--- config.mk ---
export PLATFORM = sky130hd
export DESIGN_NAME = adc_block_averager
export DESIGN_NICKNAME = d
export VERILOG_FILES = /design/src/rtl/adc_block_averager.sv
export SDC_FILE = /design/constraint.sdc
export NUM_CORES = 1
export LEC_CHECK = 0
export ABC_AREA = 1
export BUFFER_PORTS_ARGS = -buffer_cell sky130_fd_sc_hd__buf_2
export CORE_ASPECT_RATIO = 0.75
export CORE_MARGIN = 2
export CORE_UTILIZATION = 50
export CTS_CLUSTER_DIAMETER = 150
export DETAILED_ROUTE_END_ITERATION = 16
export PLACE_DENSITY = 0.82
export SYNTH_ARGS = -nofsm -noshare
export SYNTH_HDL_FRONTEND = slang
export SYNTH_SLANG_ARGS = --single-unit
--- constraint.sdc ---
create_clock -name clk -period 2.1 [get_ports clk]
set_input_delay 0.315 -clock clk [delete_from_list [all_inputs] [get_ports clk]]
set_output_delay 0.315 -clock clk [all_outputs]
set_load 0.02 [all_outputs]
--- src/rtl/adc_block_averager.sv ---
// Block averager: sums 2^LOG2_N valid ADC samples and emits the mean as one AXI-Stream beat.
// Define ADC_BLOCK_AVG_ROUND_EN to round half toward +inf instead of truncating toward -inf.
module adc_block_averager #(
    parameter int unsigned ADC_WIDTH        = 14,
    parameter int unsigned AXIS_TDATA_WIDTH = 32,
    parameter int unsigned LOG2_N           = 2
) (
    input  logic                        clk,
    input  logic                        rst,
    input  logic [AXIS_TDATA_WIDTH-1:0] S_AXIS_tdata,
    input  logic                        S_AXIS_tvalid,
    output logic [AXIS_TDATA_WIDTH-1:0] M_AXIS_tdata,
    output logic                        M_AXIS_tvalid,
    input  logic                        M_AXIS_tready,
    output logic                        ovf
);

    localparam int unsigned AccWidth = ADC_WIDTH + LOG2_N;

    logic signed [AccWidth-1:0] acc;
    logic        [LOG2_N-1:0]   cnt;
    logic signed [AccWidth-1:0] sample_ext;
    logic signed [AccWidth-1:0] sum;
    logic signed [AccWidth-1:0] sum_rnd;
    logic signed [AccWidth-1:0] result;
    logic                       last;
    logic                       unused_tdata;

    assign unused_tdata = ^S_AXIS_tdata[AXIS_TDATA_WIDTH-1:ADC_WIDTH];

    always_comb begin
        sample_ext = {{LOG2_N{S_AXIS_tdata[ADC_WIDTH-1]}}, S_AXIS_tdata[ADC_WIDTH-1:0]};
        sum        = acc + sample_ext;
`ifdef ADC_BLOCK_AVG_ROUND_EN
        // Headroom of LOG2_N bits covers the half-LSB addend, so this cannot wrap.
        sum_rnd    = sum + AccWidth'(1 << (LOG2_N - 1));
`else
        sum_rnd    = sum;
`endif
        result     = sum_rnd >>> LOG2_N;
        last       = S_AXIS_tvalid && (cnt == {LOG2_N{1'b1}});
    end

    always_ff @(posedge clk) begin
        if (!rst) begin
            acc           <= '0;
            cnt           <= '0;
            M_AXIS_tdata  <= '0;
            M_AXIS_tvalid <= 1'b0;
            ovf           <= 1'b0;
        end else begin
            if (last) begin
                acc <= '0;
                cnt <= '0;
            end else if (S_AXIS_tvalid) begin
                acc <= sum;
                cnt <= cnt + 1'b1;
            end

            if (last) begin
                M_AXIS_tdata  <= AXIS_TDATA_WIDTH'(result);
                M_AXIS_tvalid <= 1'b1;
                // An unaccepted beat being replaced is a lost result.
                if (M_AXIS_tvalid && !M_AXIS_tready) begin
                    ovf <= 1'b1;
                end
            end else if (M_AXIS_tvalid && M_AXIS_tready) begin
                M_AXIS_tvalid <= 1'b0;
            end
        end
    end

endmodule

==> impl_metrics.yaml, run 1 <==
synthesis:
  synth_seq_cells: 34
  synth_area_sq_mm: 0.00230
  yosysSeqAreaShare_pct: 29.6
  synth_area_per_cell_sq_um: 6.34
  ys_top_cells_by_count: "nand2_1 (121), inv_1 (55), nor2_1 (42), dfxtp_1 (34), buf_4 (18)"
  synth_ff_type: "dfxtp_1"
  synth-async-reset-ratio_pct: 0
  yosys_warnings: 0
  synth_cell_types: 24
  synth-edff-count: 0
  synth_most_common_cell: "nand2_1"
  yosys-top-cells-area: "dfxtp_1 (30%), nand2_1 (20%), inv_1 (9.0%), ha_1 (8.7%), nor2_1 (6.9%)"
  syn_inst: 362
  synth_top_area_cell: "dfxtp_1"
  synth_nets: 415
  synth_top_area_share_pct: 29.6
min_path:
  min_from: "rst"
  min_to: "ovf$_SDFFE_PN0P_"
  holdPathStages: 3
  hp-class: "in -> reg"
placement:
  portBuffers: 51
  post-place-ws_ns: 0.155
  dp_hpwl_mm: 3.68
  dp.cells: 449
  routabilityCongestion: 0.839
  dpl_cell_area_sq_mm: 0.00248
die:
  rows: 21
  die_x_um: 82.2
  start_util_pct: 51.7
  dieArea_sq_mm: 0.00516
  die_y_um: 62.7
  io_pins: 70
  coreArea_sq_mm: 0.00444
route:
  post-route-drc-count: 0
  routedWlPerCell_um: 10.1
  first_pass_iters: 4
  routed_wl_mm: 4.62
  vias: 2106
  drtAntennaViolNets: 0
  routed_via_density: 4.61
  drt_iter0_drc: 104
cells_and_area:
  final_nets: 452
  diodes: 0
  fin_cells: 457
  drive_above_1_share_pct: 18.5
  fin_area_sq_mm: 0.00257
  syn_to_final_growth_pct: 12.0
grt:
  grt_pass1_vias: 1824
  grt_antenna_before_repair: 0
  gr-total-overflow: 0
  grtUsageTotal_pct: 19.6
  grt_max_degree: 29
  grt_pass1_wl_mm: 7.94
sta:
  skew_ns: 0.0109
  fmax_ghz: 0.556
  min_period_ns: 1.80
  setup_tns_ns: 0
  setup_viol: 0
  hold_viol: 0
  maxSlewHeadroom_pct: 71.9
  finalCritPeriodShare_pct: 85.6
  finalMaxSlewViolations: 0
  worst_slack_ns: 0.302
  worstMarginPinSlew_ns: 0.421
  hold-worst-slack_ns: 0.283
  rsz0062_at_grt: "no"
cts:
  clock_tree.htree_level_count: 2
  root_buffer: "clkbuf_8"
  clk_pin_slew_ns: 0.07
  clk_latency_ns: 0.29
  postCtsSetupRepairBufs: 0
  ctsHoldBuffers: 0
  cts_num_sinks: 34
  cts_max_path_buffers: 2
  cts_tree: "done"
  cts-resized-gates: 0
  cts_buffers: 5
worst_setup_path:
  critPathArrivalTime_ns: 1.98
  r2r_end: "acc[10]$_SDFFE_PP0P_"
  path_class: "reg -> reg"
  required_ns: 2.28
  cp_common_cell: "nand2_1"
  worstSetupStartpoint: "acc[0]$_SDFFE_PP0P_"
  cp_slowest_cell: "fa_1"
  crit_chain: "ha_1 > fa_1 > nand2_1 > nand2_1 > nand3b_1 > nand2_1 > nand2_1 > nand2_1 > nand2_1 > nand3_1 > nand2_1 > inv_1"
  critPathLaunchType: "register"
  crit_path_end_kind: "register"
  path_delay_family: "simple AND/OR/NAND/NOR gates"
  r2r-start: "acc[0]$_SDFFE_PP0P_"
  critPathMaxFanout: 3
  crit_buf_inv: 1
  cp_slowest_stage_delay_ns: 0.41
  r2r_cells: 12
  r2r_slack_ns: 0.30
run_status:
  status: "finished clean"
power:
  seq_power_share_pct: 40.9
  combPwrFrac_pct: 29.9
  peakVddDrop_v: 0.000295
  p_per_area_mw_per_mm2: 677
  switching_share_pct: 34.3
  power.internal_mw: 1.15
  netSwitchingPower_mw: 0.597
  leakagePower_nw: 1.61
  p_clk_share_pct: 29.2
job:
  max-cap-violations: 0
[power by group through the flow]
stage / Clock, mW / Combinational [mW] / Sequential [mW]
finish: 0.509 / 0.521 / 0.712
global route: 0.560 / 0.606 / 0.716
CTS: 0.525 / 0.521 / 0.712
detailed placement: 0 / 0.518 / 0.727
global placement: 0 / 0.507 / 0.725
floorplan: 0 / 0.407 / 0.726
[final cells by class]
class / count / area, sq um
Fill cell: 443 / 1870
Sequential cell: 34 / 681
Inverter: 57 / 214
Clock buffer: 6 / 82.6
Clock inverter: 2 / 12.5
Multi-Input combinational cell: 248 / 1240
Tap cell: 57 / 71.3
Timing Repair Buffer: 53 / 270
[registers in the layout, indices dropped and copies added, names as in the netlist]
register	count
M_AXIS_tdata	14
M_AXIS_tvalid	1
acc	16
cnt	2
ovf	1
[cell usage in the layout (no fill, tap or decap)]
master,n
dfxtp_1,34
clkinvlp_4,1
and2_1,3
xor2_1,6
clkinv_2,1
buf_2,51
nand2_2,6
o211ai_1,1
clkbuf_8,6
xnor2_1,3
inv_1,55
nor2_1,42
o21ai_0,9
fa_1,1
inv_2,2
ha_1,16
nor3_2,1
nand4_1,1
and2_4,1
buf_4,2
a21oi_1,12
nor2_2,3
or2_1,2
nand3_1,17
nand3b_1,2
nand2_1,121
o21ai_1,1
[metrics by stage]
step	utilization, %	total power [mW]
after global placement	55.8	1.23
after floorplan	-	1.13
after CTS	57.9	1.76
final	57.9	1.74
after global routing	57.9	1.88
after detailed placement	55.8	1.24
[routing by layer]
layer | GRT usage, % | share of wire [%]
met1 | 28.7 | 52
met2 | 28.6 | 40
met3 | 5.64 | 6.6
met4 | 3.75 | 0.74
met5 | 0 | 0
[logic make-up after synthesis]
logic type                 synth area share (%)
xor gates and xnor gates                   3.43
buffers and inverters                      16.3
and+or+nand+nor                            35.9
adders and majority gates                  9.59
DFF                                        29.6
AOI/OAI and AO/OA                          5.12
[worst max-delay path by stage]
stage	depth (start not counted)	endpoint	slack [ns]
global placement	12	acc[8]$_SDFFE_PP0P_	0.20
finish	12	acc[10]$_SDFFE_PP0P_	0.30
CTS	11	acc[8]$_SDFFE_PP0P_	0.29
detailed placement	12	acc[8]$_SDFFE_PP0P_	0.16
floorplan	11	acc[8]$_SDFFE_PP0P_	0.44
global route	12	acc[14]$_SDFFE_PP0P_	0.14
[tightest hold or removal path: cells and delay by family]
| family | cells | cell delay [ns] |
|---|---|---|
| buf+inv | 1 | 0.11 |
| compound gates | 1 | 0.07 |
| simple gates | 1 | 0.05 |
Note: power is estimated with default switching activity, not from simulation.
==> inputs of run 2 (changes only) <==
--- a/config.mk
+++ b/config.mk
@@ -13,6 +13,7 @@
 export CTS_CLUSTER_DIAMETER = 150
 export DETAILED_ROUTE_END_ITERATION = 16
 export PLACE_DENSITY = 0.82
+export REMOVE_ABC_BUFFERS = 1
 export SYNTH_ARGS = -nofsm -noshare
 export SYNTH_HDL_FRONTEND = slang
 export SYNTH_SLANG_ARGS = --single-unit
==> run 2 against run 1 <==
Compared with the run above:
- routed wire length up 7.6%
- combinational power rose by 4.4%
- flip-flop and latch count stayed put
- clock skew up 0.0014 ns
- count of clock-buffer cells in the layout unchanged
- global-route usage rose by 0.82 points
- non-clock buffer count stayed put
- critical endpoint is now acc[8]$_SDFFE_PP0P_
- largest power group unchanged
- highest routed layer unchanged
==> impl_metrics.yaml, run 2 (synthesis gave the netlist of run 1 again) <==
grt:
  grt_antenna_before_repair: 0
  grt_max_degree: 29
  grt_pass1_vias: 1907
  grt_pass1_wl_mm: 8.17
  gr-total-overflow: 0
  grtUsageTotal_pct: 20.5
sta:
  hold-worst-slack_ns: 0.266
  skew_ns: 0.0123
  finalMaxSlewViolations: 0
  rsz0062_at_grt: "no"
  min_period_ns: 1.89
  fmax_ghz: 0.529
  worstMarginPinSlew_ns: 0.407
  finalCritPeriodShare_pct: 90.0
  setup_tns_ns: 0
  setup_viol: 0
  maxSlewHeadroom_pct: 72.8
  hold_viol: 0
die:
  io_pins: 70
  coreArea_sq_mm: 0.00444
  rows: 21
  dieArea_sq_mm: 0.00516
  die_x_um: 82.2
  die_y_um: 62.7
  start_util_pct: 51.7
power:
  total_power_mw: 1.79
  combPwrFrac_pct: 30.3
  p_per_area_mw_per_mm2: 697
  peakVddDrop_v: 0.000404
  seq_power_share_pct: 39.7
  netSwitchingPower_mw: 0.646
  leakagePower_nw: 1.61
  power.internal_mw: 1.15
  p_clk_share_pct: 30.0
  switching_share_pct: 36.0
cts:
  cts_buffers: 5
  clock_tree.htree_level_count: 2
  clk_pin_slew_ns: 0.08
  postCtsSetupRepairBufs: 0
  clk_latency_ns: 0.30
  cts_tree: "done"
  cts_num_sinks: 34
  cts_max_path_buffers: 2
  ctsHoldBuffers: 0
  cts-resized-gates: 0
  root_buffer: "clkbuf_8"
worst_setup_path:
  cp_slowest_cell: "fa_1"
  cp_slowest_stage_delay_ns: 0.40
  crit_buf_inv: 1
  cp_common_cell: "nand2_1"
  critPathArrivalTime_ns: 2.10
  crit_chain: "ha_1 > fa_1 > nand2_1 > nand2_1 > and2_4 > nand2_2 > nand2_2 > xnor2_1 > nand2_1 > nand2_1 > inv_1"
  r2r_slack_ns: 0.21
  path_class: "reg -> reg"
  path_depth: 11
  critPathLaunchType: "register"
  r2r-start: "acc[0]$_SDFFE_PP0P_"
  r2r_cells: 11
  path_delay_family: "adder cells"
  worstSetupStartpoint: "acc[0]$_SDFFE_PP0P_"
  r2r_end: "acc[8]$_SDFFE_PP0P_"
  crit_path_end_kind: "register"
  setup.worst_path.end: "acc[8]$_SDFFE_PP0P_"
  required_ns: 2.31
  critPathMaxFanout: 3
cells_and_area:
  reg.largest.list: "acc x16, M_AXIS_tdata x14, cnt x2"
  final_nets: 452
  final_common_cell: "nand2_1"
  diodes: 0
  final_util_pct: 57.9
  drive_above_1_share_pct: 18.5
  largest_register: "acc"
  largest_register_ffs: 16
  syn_to_final_growth_pct: 12.0
  layout_common_cells: "nand2_1 (121), inv_1 (55), buf_2 (51), nor2_1 (42), dfxtp_1 (34)"
route:
  first_pass_iters: 4
  routed_via_density: 4.76
  post-route-drc-count: 0
  drt_iter0_drc: 141
  drtAntennaViolNets: 0
  routed_wl_mm: 4.97
  routedWlPerCell_um: 10.9
  vias: 2174
placement:
  routabilityCongestion: 0.867
  portBuffers: 51
  dp_hpwl_mm: 3.75
run_status:
  status: "finished clean"
min_path:
  min_from: "rst"
  hp-class: "in -> reg"
job:
  max-cap-violations: 0
run 2: cell counts in the layout (fill, tap and decap cells not counted):
Identical to the previous run, type by type.
run 2: per-layer routing:
metal,wire [um],track usage (%)
met1,2400,26.9
met2,2080,32.9
met3,399,4.34
met4,92,7.08
met5,0,0
run 2: stage by stage:
| stage | setup WS [ns] | cells | area (sq um) |
|---|---|---|---|
| after floorplan | -0.954 | 339 | 2140 |
| after global placement | 0.119 | 449 | 2480 |
| after detailed placement | 0.107 | 449 | 2480 |
| after CTS | 0.222 | 457 | 2570 |
| after global routing | 0.0636 | 457 | 2570 |
| final | 0.209 | 457 | 2570 |
run 2: layout make-up:
type	count	area, sq um
clock buffers	6	82.6
clock inverters	2	12.5
fillers	427	1870
inverters	57	214
multi-input cells	248	1240
flip-flops and latches	34	681
well taps	57	71.3
repair buffers	53	270
run 2: tightest hold or removal path, delay by kind of cell:
kind	cells	cell delay, ns
compound gates	1	0.06
buf+inv	1	0.11
simple gates	1	0.05
run 2: power by group through the flow:
stage               Clock, mW  Combinational (mW)  Sequential [mW]
finish                  0.537               0.544            0.712
global route            0.570               0.616            0.719
CTS                     0.533               0.536            0.712
detailed placement          0               0.530            0.727
global placement            0               0.516            0.724
floorplan                   0               0.387            0.731
run 2: worst min path at each step:
stage,to,slack (ns),depth (start not counted)
finish,ovf$_SDFFE_PN0P_,0.27,3
global route,ovf$_SDFFE_PN0P_,0.28,3
CTS,ovf$_SDFFE_PN0P_,0.28,3
detailed placement,M_AXIS_tdata[9]$_SDFFE_PN0P_,0.43,2
global placement,ovf$_SDFFE_PN0P_,0.43,2
floorplan,ovf$_SDFFE_PN0P_,0.43,2
